### src/rtl/alien_fire_scheduler.sv
// Alien rocket launch scheduler: paces launches every FIRE_PERIOD frames, picks a live column,
// looks up its lowest alien and allocates a free rocket slot. Optional macro ALIEN_FIRE_LFSR_EN.
module alien_fire_scheduler #(
  parameter int NUM_SLOTS    = 4,
  parameter int NUM_COLS     = 8,
  parameter int FIRE_PERIOD  = 45,
  parameter int COL_PITCH    = 64,
  parameter int ROW_PITCH    = 32,
  parameter int X_OFFSET     = 28,
  parameter int ROCKET_SPEED = 96,
  localparam int COL_W  = (NUM_COLS  > 1) ? $clog2(NUM_COLS)  : 1,
  localparam int SLOT_W = (NUM_SLOTS > 1) ? $clog2(NUM_SLOTS) : 1
) (
  input  logic                     clk,
  input  logic                     reset,
  input  logic                     enable,
  input  logic                     startOfFrame,
  input  logic [NUM_COLS-1:0]      colAlive,
  input  logic signed [10:0]       gridTLX,
  input  logic signed [10:0]       gridTLY,
  input  logic [NUM_SLOTS-1:0]     slotDone,
  output logic [COL_W-1:0]         queryCol,
  input  logic [2:0]               queryBottomRow,
  output logic [NUM_SLOTS-1:0]     isActiveAliens,
  output logic                     launch,
  output logic [SLOT_W-1:0]        launchSlot,
  output logic signed [10:0]       initialX,
  output logic signed [10:0]       initialY,
  output logic signed [8:0]        initialSpeed
);

  localparam int CNT_W = (FIRE_PERIOD > 1) ? $clog2(FIRE_PERIOD) : 1;

  typedef enum logic [1:0] {IDLE, SELECT, QUERY, LAUNCH} state_t;

  state_t                 state_q, state_d;
  logic [CNT_W-1:0]       cnt_q, cnt_d;
  logic                   pending_q, pending_d;
  logic [COL_W-1:0]       ptr_q, ptr_d;
  logic [COL_W-1:0]       query_col_q, query_col_d;
  logic [NUM_SLOTS-1:0]   active_q, active_d;
  logic                   launch_q, launch_d;
  logic [SLOT_W-1:0]      launch_slot_q, launch_slot_d;
  logic signed [10:0]     init_x_q, init_x_d;
  logic signed [10:0]     init_y_q, init_y_d;
  logic signed [8:0]      init_speed_q, init_speed_d;

  logic                   fire_due;
  logic                   start_sel;
  logic                   go_launch;
  logic                   free_any;
  logic [SLOT_W-1:0]      free_idx;
  logic [COL_W-1:0]       search_start;
  logic [COL_W-1:0]       pick_col;
  logic [COL_W-1:0]       scan_idx;
  logic signed [10:0]     col_off;
  logic signed [10:0]     row_off;

`ifdef ALIEN_FIRE_LFSR_EN
  logic [7:0] lfsr_q, lfsr_d;

  always_comb begin
    lfsr_d = {lfsr_q[6:0], lfsr_q[7] ^ lfsr_q[5] ^ lfsr_q[4] ^ lfsr_q[3]};
  end

  always_ff @(posedge clk or posedge reset) begin
    if (reset) lfsr_q <= 8'hA5;
    else       lfsr_q <= lfsr_d;
  end

  // The round-robin pointer keeps updating but only the LFSR seeds the search.
  assign search_start = COL_W'(int'(lfsr_q) % NUM_COLS);
`else
  assign search_start = ptr_q;
`endif

  // Lowest-index idle slot.
  always_comb begin
    free_any = 1'b0;
    free_idx = '0;
    for (int i = NUM_SLOTS - 1; i >= 0; i--) begin
      if (!active_q[i]) begin
        free_any = 1'b1;
        free_idx = SLOT_W'(i);
      end
    end
  end

  // First live column at or after search_start, wrapping; scanned backwards so the nearest wins.
  always_comb begin
    pick_col = search_start;
    scan_idx = '0;
    for (int i = NUM_COLS - 1; i >= 0; i--) begin
      scan_idx = COL_W'((int'(search_start) + i) % NUM_COLS);
      if (colAlive[scan_idx]) pick_col = scan_idx;
    end
  end

  assign fire_due  = startOfFrame && enable && (cnt_q == CNT_W'(FIRE_PERIOD - 1));
  assign start_sel = (state_q == IDLE) && startOfFrame && enable &&
                     (pending_q || fire_due) && free_any && (|colAlive);
  assign go_launch = (state_q == QUERY) && enable && free_any;

  always_ff @(posedge clk or posedge reset) begin
    if (reset) state_q <= IDLE;
    else       state_q <= state_d;
  end

  always_comb begin
    state_d = state_q;
    case (state_q)
      IDLE:    if (start_sel) state_d = SELECT;
      SELECT:  state_d = enable ? QUERY : IDLE;
      QUERY:   state_d = go_launch ? LAUNCH : IDLE;
      LAUNCH:  state_d = IDLE;
      default: state_d = IDLE;
    endcase
  end

  // Launch coordinates: column captured on entry to SELECT, row returned during QUERY.
  assign col_off = 11'(int'(query_col_q) * COL_PITCH);
  assign row_off = 11'((int'(queryBottomRow) + 1) * ROW_PITCH);

  always_comb begin
    cnt_d         = cnt_q;
    pending_d     = pending_q;
    ptr_d         = ptr_q;
    query_col_d   = query_col_q;
    active_d      = active_q & ~slotDone;
    launch_d      = go_launch;
    launch_slot_d = launch_slot_q;
    init_x_d      = init_x_q;
    init_y_d      = init_y_q;
    init_speed_d  = init_speed_q;

    if (startOfFrame && enable) begin
      cnt_d = fire_due ? '0 : cnt_q + CNT_W'(1);
    end

    if (start_sel) begin
      query_col_d = pick_col;
    end

    if (go_launch) begin
      pending_d               = 1'b0;
      ptr_d                   = (query_col_q == COL_W'(NUM_COLS - 1)) ? '0 : query_col_q + COL_W'(1);
      active_d[free_idx]      = 1'b1;
      launch_slot_d           = free_idx;
      init_x_d                = gridTLX + col_off + 11'(X_OFFSET);
      init_y_d                = gridTLY + row_off;
      init_speed_d            = 9'(ROCKET_SPEED);
    end

    if (fire_due) pending_d = 1'b1;

    if (!enable) begin
      cnt_d     = '0;
      pending_d = 1'b0;
    end
  end

  always_ff @(posedge clk or posedge reset) begin
    if (reset) begin
      cnt_q         <= '0;
      pending_q     <= 1'b0;
      ptr_q         <= '0;
      query_col_q   <= '0;
      active_q      <= '0;
      launch_q      <= 1'b0;
      launch_slot_q <= '0;
      init_x_q      <= '0;
      init_y_q      <= '0;
      init_speed_q  <= '0;
    end else begin
      cnt_q         <= cnt_d;
      pending_q     <= pending_d;
      ptr_q         <= ptr_d;
      query_col_q   <= query_col_d;
      active_q      <= active_d;
      launch_q      <= launch_d;
      launch_slot_q <= launch_slot_d;
      init_x_q      <= init_x_d;
      init_y_q      <= init_y_d;
      init_speed_q  <= init_speed_d;
    end
  end

  assign queryCol       = query_col_q;
  assign isActiveAliens = active_q;
  assign launch         = launch_q;
  assign launchSlot     = launch_slot_q;
  assign initialX       = init_x_q;
  assign initialY       = init_y_q;
  assign initialSpeed   = init_speed_q;

endmodule

### config.mk
export PLATFORM = sky130hd
export DESIGN_NAME = alien_fire_scheduler
export DESIGN_NICKNAME = d
export VERILOG_FILES = /design/src/rtl/alien_fire_scheduler.sv
export SDC_FILE = /design/constraint.sdc
export NUM_CORES = 1
export LEC_CHECK = 0
export CORE_ASPECT_RATIO = 1.1
export CORE_MARGIN = 1
export CORE_UTILIZATION = 46
export CTS_CLUSTER_DIAMETER = 60
export DETAILED_ROUTE_END_ITERATION = 16
export HOLD_SLACK_MARGIN = 0.12
export PLACE_DENSITY_LB_ADDON = 0.2
export SLEW_MARGIN = 10
export SYNTH_ARGS = -nofsm -noshare
export SYNTH_HDL_FRONTEND = slang
export SYNTH_SLANG_ARGS = --single-unit
### constraint.sdc
create_clock -name clk -period 6.7 [get_ports clk]
set_input_delay 0.67 -clock clk [delete_from_list [all_inputs] [get_ports clk]]
set_output_delay 0.67 -clock clk [all_outputs]
set_load 0.02 [all_outputs]
# ---- After elaboration in Yosys (flattened, before gate mapping)
# Index checks and enable logic that the tools add are counted.
dict set report op_classes {
  n_addsub 13
  order_cmp 10
  n_eq_ne 8
  n_mux 46
  n_bitwise 3
  n_reduce_logical 13
}
# operator count
set op_table {}
lappend op_table {{< comparator 3 x 4 -> 1 bit, second input constant} 8}
lappend op_table {{two-way mux 3 bit} 9}
lappend op_table {{binary-select mux 1 bit (select 3 bit)} 8}
lappend op_table {{adder 11 x 10 -> 11 bit} 2}
lappend op_table {{two-way mux 6 bit} 3}
lappend op_table {{two-way mux 1 bit} 16}
lappend op_table {{two-way mux 2 bit} 7}
lappend op_table {{adder 3 bit, second input constant} 4}
lappend op_table {{adder 11 x 6 -> 11 bit, second input constant} 1}
lappend op_table {{logical AND 1 bit} 10}
lappend op_table {{case mux 2 bit (4 select lines)} 1}
lappend op_table {{OR reduction 8 bit} 1}
lappend op_table {{adder 3 x 1 -> 3 bit, second input constant} 2}
lappend op_table {{adder 3 x 2 -> 3 bit, second input constant} 2}
lappend op_table {{adder 6 x 1 -> 6 bit, second input constant} 1}
lappend op_table {{== test 6 bit, second input constant} 1}
lappend op_table {{adder 3 x 1 -> 4 bit, second input constant} 1}
lappend op_table {{AND 4 bit} 1}
lappend op_table {{== test 2 bit, second input constant} 2}
lappend op_table {{two-way mux 4 bit} 1}
lappend op_table {{inverter 4 bit} 1}
lappend op_table {{bitwise OR 4 bit} 1}
lappend op_table {{== test 3 bit, second input constant} 1}
lappend op_table {{< comparator 2 x 3 -> 1 bit, second input constant} 1}
lappend op_table {{other kinds (8)} 8}
dict set report word_totals {
  reg_bits 45
  in_bits 41
  out_inout_bits 41
  elab_cells 104
}

# ---- Logic depth before layout (Yosys ltp)
dict set report depth {
  depth_word 11
  mapped_depth 11
}

# ---- Least setup slack after synthesis
# No wires, ideal clock.
dict set report synth_path {
  path_type {flip-flop to flip-flop}
  start {reg ptr_q[1]}
  end {reg query_col_q[0], in the netlist queryCol[0]}
  setup_time_ns 0.125
  arrival_time_ns 2.653
  t_required_ns 6.575
  slack_ns 3.922
  stages_incl_launch_ff 12
  n_path_buf 3
  synth_period_minus_slack_ns 2.778
  path_cell_list {dfrtp_1 -> buf_2 -> buf_2 -> inv_1 -> ha_1 -> buf_4 -> mux2_2 -> mux4_2 -> o32ai_1 -> a311o_1 -> or3_1 -> nand3_1}
}
dict set report synth_between {
  elab_chain_len 11
  word_cells_on_any_way 31
  classes_between {add/sub: 7; mux: 24}
}
# item line_no
set synth_rtl {}
lappend synth_rtl {{start, declared} 39} ;# logic [COL_W-1:0] ptr_q, ptr_d;
lappend synth_rtl {{start signal, assigned} 177} ;# ptr_q <= ptr_d;
lappend synth_rtl {{adder 3 bit} 94} ;# scan_idx = COL_W'((int'(search_start) + i) % NUM_COLS);
lappend synth_rtl {{binary-select mux 1 bit (select 3 bit)} 95} ;# if (colAlive[scan_idx]) pick_col = scan_idx;
lappend synth_rtl {{two-way mux 1 bit (implied by the code)} 95}
lappend synth_rtl {{two-way mux 3 bit (7 in a row)} 95}
lappend synth_rtl {{two-way mux 3 bit *} 95}
lappend synth_rtl {{end signal, assigned} 178} ;# query_col_q <= query_col_d;
lappend synth_rtl {{end, declared} 40} ;# logic [COL_W-1:0] query_col_q, query_col_d;
# Mark *: on every way between the ends. The rest lies on a longest branch, timed or not. The select of a mux whose other input is x is not followed.
# A chain may end at the register's enable or synchronous reset.

# ---- Worst setup path after layout
dict set report layout_path {
  start {reg ptr_q[0]}
  end {reg query_col_q[0], in the netlist queryCol[0]}
}
# The elaborated chain is that of the path after synthesis.

==> results by stage <==
Synthesis:
- Yosys attributes the largest share of cell area to dfrtp_1, mux4_2, nand2_1, ha_1, o21ai_0.
- The cell type contributing the most total cell area after synthesis is dfrtp_1.
- The unique cell type count in the Yosys netlist is 52.
- Among all flip-flop cells after synthesis, the most frequent one is dfrtp_1.
- After synthesis the cells add up to approximately 0.0031 mm2.
- The instance count of the mapped netlist is 330.
- Counting flops with an async set or reset pin after synthesis yields a share of 100%.
- Yosys mapped a number of flops with a built-in enable equal to 0.
- Summing the sequential cell areas from Yosys gives between 30% and 40% of the chip area.
- The number of register bits inferred by synthesis is 45.
- The number of warnings reported in the yosys synthesis log is 0.
- The mean cell area of the mapped netlist is about 9.4 um2.
- The top cell type by area accounts for a little over a third of the synthesized area.

Die:
- After floorplanning, the core was sized to cover roughly 0.0066 mm2.
- The area of the die is roughly 0.007 mm2.
- The placement row count is 31.
- The initial standard-cell utilization of the core is 47.5%.
- The floorplan step set the die height to between 80 and 90 um.
- The die outline width is approximately 80 um.
- The top-level I/O count is ~80.

Clock network:
- For this design, the CTS-stage hold fixing added 0 buffers.
- The clock latency on the worst-skew pair is between 200 and 300 ps.
- The buffer cell driving the clock tree root is clkbuf_8.
- The depth of the CTS H-tree is 2.
- The CTS tree is built.
- The buffer levels on the longest clock path is 2.
- The post-CTS clock slew at the launch and capture registers of the worst setup and hold paths is approximately 80 ps.
- Once the clock tree was built, the setup fixing pass inserted 0 buffers.
- The clock sink count is 45.
- Buffers inserted during clock tree synthesis total 5.
- In this run, post-CTS repair resized a total of 0 instances.

GRT:
- The total congestion overflow after global routing is 0.
- Global routing used about 20% of the available tracks.
- Entering global routing, the biggest net connects between 40 and 50 pins.
- The via count of the first global-routing pass was 2,459.
- The first-pass GRT wire length is about 11,000 um.
- The number of antenna violations at the first check in global routing is 0.

Worst setup path:
- The critical path goes through inv_1 > ha_1 > mux2_2 > mux4_2 > o32ai_1 > a311o_1 > or3_1 > nand3_1.
- The largest single stage delay on the critical path is between 800 and 900 ps.
- On the critical path the largest part of the delay comes from multiplexers.
- STA classifies the critical path endpoint as a register.
- The setup path with the least slack is of type register to register.
- The endpoint required time on the critical path is just under 7000 ps.
- For this design, the slowest cell found on the critical path is dfrtp_1.
- STA puts the critical path data arrival time at between 3000 and 4000 ps.
- The type of element launching the critical path is a register.
- Counting both buffers and inverters, the worst setup path holds a total of 1.
- Along the worst path, the maximum fanout reaches 17.

STA:
- The final worst slack is ~3300 ps.
- The headroom to the max-slew limit is 50.8%.
- The total negative slack for setup checks is 0 ps.
- On the final layout, the worst clock skew is between 8 and 9 ps.
- The number of hold violations in the final report was 0.
- Timing would allow up to 0.290 GHz.
- The final period demand of the worst path is about 3400 ps.
- The post-route fraction of the period consumed by the critical path is between 50% and 60%.
- Setup repair after global routing left no endpoint under its margin.
- The final-report max-slew violation count is 0.
- The setup-violating endpoint count in the final report is 0.
- For the pin with the worst max-slew slack, the measured transition is 737 ps.

Place:
- The count of input and output buffers is 74.
- The global placement routability congestion is 0.874.
- The HPWL reported at the end of detailed placement is around 5000 um.
- The standard cell area after detailed placement is roughly 0.0039 mm2.
- The setup slack at placement is approximately 3300 ps.

Run status:
- The flow ran to the end, and the final reports show no timing, DRC or antenna violations.

Route:
- The via-per-instance ratio is around 5.4.
- The total DRC errors in the routed layout is 0.
- After detailed routing, the average wire length per cell comes to between 10 and 15 um.
- In this run the remaining antenna-violating nets after routing total 0.
- The number of DRC markers after the initial detailed-route iteration is ~70.
- Across all layers, the routed design uses approximately 2,600 vias.
- The count of TritonRoute iterations in the first routing pass is 4.
- After detailed routing, the total wire length is between 6000 and 7000 um.

Cells and area:
- With fillers left out, the area of the finished cells amounts to 0.00397 mm2.
- The fraction of final layout cells with drive strength greater than 1 is ~8%.
- The repair_antennas step left the layout with diodes totalling 0.
- The layout net count is ~450.
- The layout overhead on the synthesized area is 27.3%.

Pwr:
- For this design the ratio of total power to cell area is between 200 and 300 mW/mm2.
- The maximum ir drop on the vdd rail is 0.138 mV.
- Summed over all cells, the static leakage comes to between 0.0015 and 0.002 uW.

Job:
- The tool flagged a number of max-cap violations equal to 0.

Worst hold path:
- The worst hold path belongs to the class register to register.
-- per-layer routing --
metal / share of wire [%] / track usage [%]
met3: 3.7 / 3.20
met2: 48 / 34.2
met4: 1.4 / 6.33
met1: 47 / 25.1
met5: 0 / 0
-- sequential cells by signal, indices dropped and copies added (netlist names) --
register        count
initialX           11
initialY           11
cnt_q               6
isActiveAliens      4
ptr_q               3
queryCol            3
launchSlot          2
state_q             2
initialSpeed        1
launch              1
pending_q           1
-- final cells by class --
| cell class | instances | area (um2) |
|---|---|---|
| Timing Repair Buffer | 76 | 756 |
| Fill cell | 565 | 2590 |
| Tap cell | 82 | 103 |
| Clock buffer | 5 | 68.8 |
| Multi-Input combinational cell | 245 | 1790 |
| Clock inverter | 2 | 35.0 |
| Inverter | 24 | 90.1 |
| Sequential cell | 45 | 1130 |
-- synth_stat cells, types with 3 or more instances --
cell / number
a211oi_1: 3
a21oi_1: 17
mux2i_1: 10
nor2_1: 8
nand4_1: 6
clkbuf_1: 7
nand2_1: 57
o21ai_0: 24
buf_4: 9
dfrtp_1: 45
mux2_2: 8
inv_1: 24
a21o_1: 4
ha_1: 15
xor2_1: 10
nand3_1: 9
nand2b_1: 6
xnor2_1: 7
mux4_2: 10
or3_1: 3
-- layout by cell type, fill, tap and decap left out, drive strengths merged, types with 3 or more instances in the layout --
| cell type | n |
|---|---|
| xnor2 | 7 |
| a21oi | 17 |
| clkbuf | 5 |
| nand2 | 57 |
| nand3 | 9 |
| nand4 | 6 |
| mux2 | 8 |
| mux2i | 10 |
| clkdlybuf4s50 | 74 |
| nor2 | 8 |
| ha | 15 |
| o21ai | 24 |
| xor2 | 10 |
| mux4 | 12 |
| nand2b | 6 |
| a21o | 4 |
| inv | 23 |
| dfrtp | 45 |
| conb | 7 |
| a211oi | 3 |
| or3 | 3 |
-- logic make-up (layout without fill, tap and decap cells) --
group                      Yosys count  after routing  synth area share (%)
DFF                                 45             45                  36.1
and+or+nand+nor                    108            108                  16.7
xor gates and xnor gates            17             17                  4.78
AOI/OAI and AO/OA                   67             67                  13.4
muxes                               30             30                  15.0
buffers and inverters               46            107                  7.19
adders and majority gates           16             16                  6.66
other                                1              7                 0.120
-- worst reg2reg max path, cell delays in order, from the launching register on --
cell,delay (ps)
dfrtp_1,820
inv_1,310
ha_1,600
mux2_2,390
mux4_2,480
o32ai_1,340
a311o_1,190
or3_1,110
nand3_1,70
-- worst paths after layout --
kind	from	to	slack [ps]	cells after the start
worst max register to register	ptr_q[0]	queryCol[0]	3260	8
worst min-delay path	initialY[5]	initialY[5]	480	2
max in group asynchronous	reset	ptr_q[2]	5490	3
worst min register to register	initialY[5]	initialY[5]	480	2
min in group asynchronous	reset	ptr_q[0]	830	3
worst max-delay path	ptr_q[0]	queryCol[0]	3260	8
-- where the power goes --
part	internal (uW)	leakage (uW)	switching (uW)
sequential	312	0.000594	44.8
clock	108	0.0000540	86.6
combinational	240	0.00111	237
total	661	0.00175	368
-- stage by stage --
step | cells | hold WS [ps] | power [uW] | util, %
2_1_floorplan | 336 | 460 | 691 | -
3_3_place_gp | 472 | 458 | 827 | 58.9
3_5_place_dp | 472 | 461 | 838 | 58.9
4_1_cts | 479 | 483 | 1040 | 60.5
5_1_grt | 479 | 503 | 1100 | 60.5
6_report | 479 | 479 | 1030 | 60.5
No activity file was read; power rests on OpenSTA's default activity.
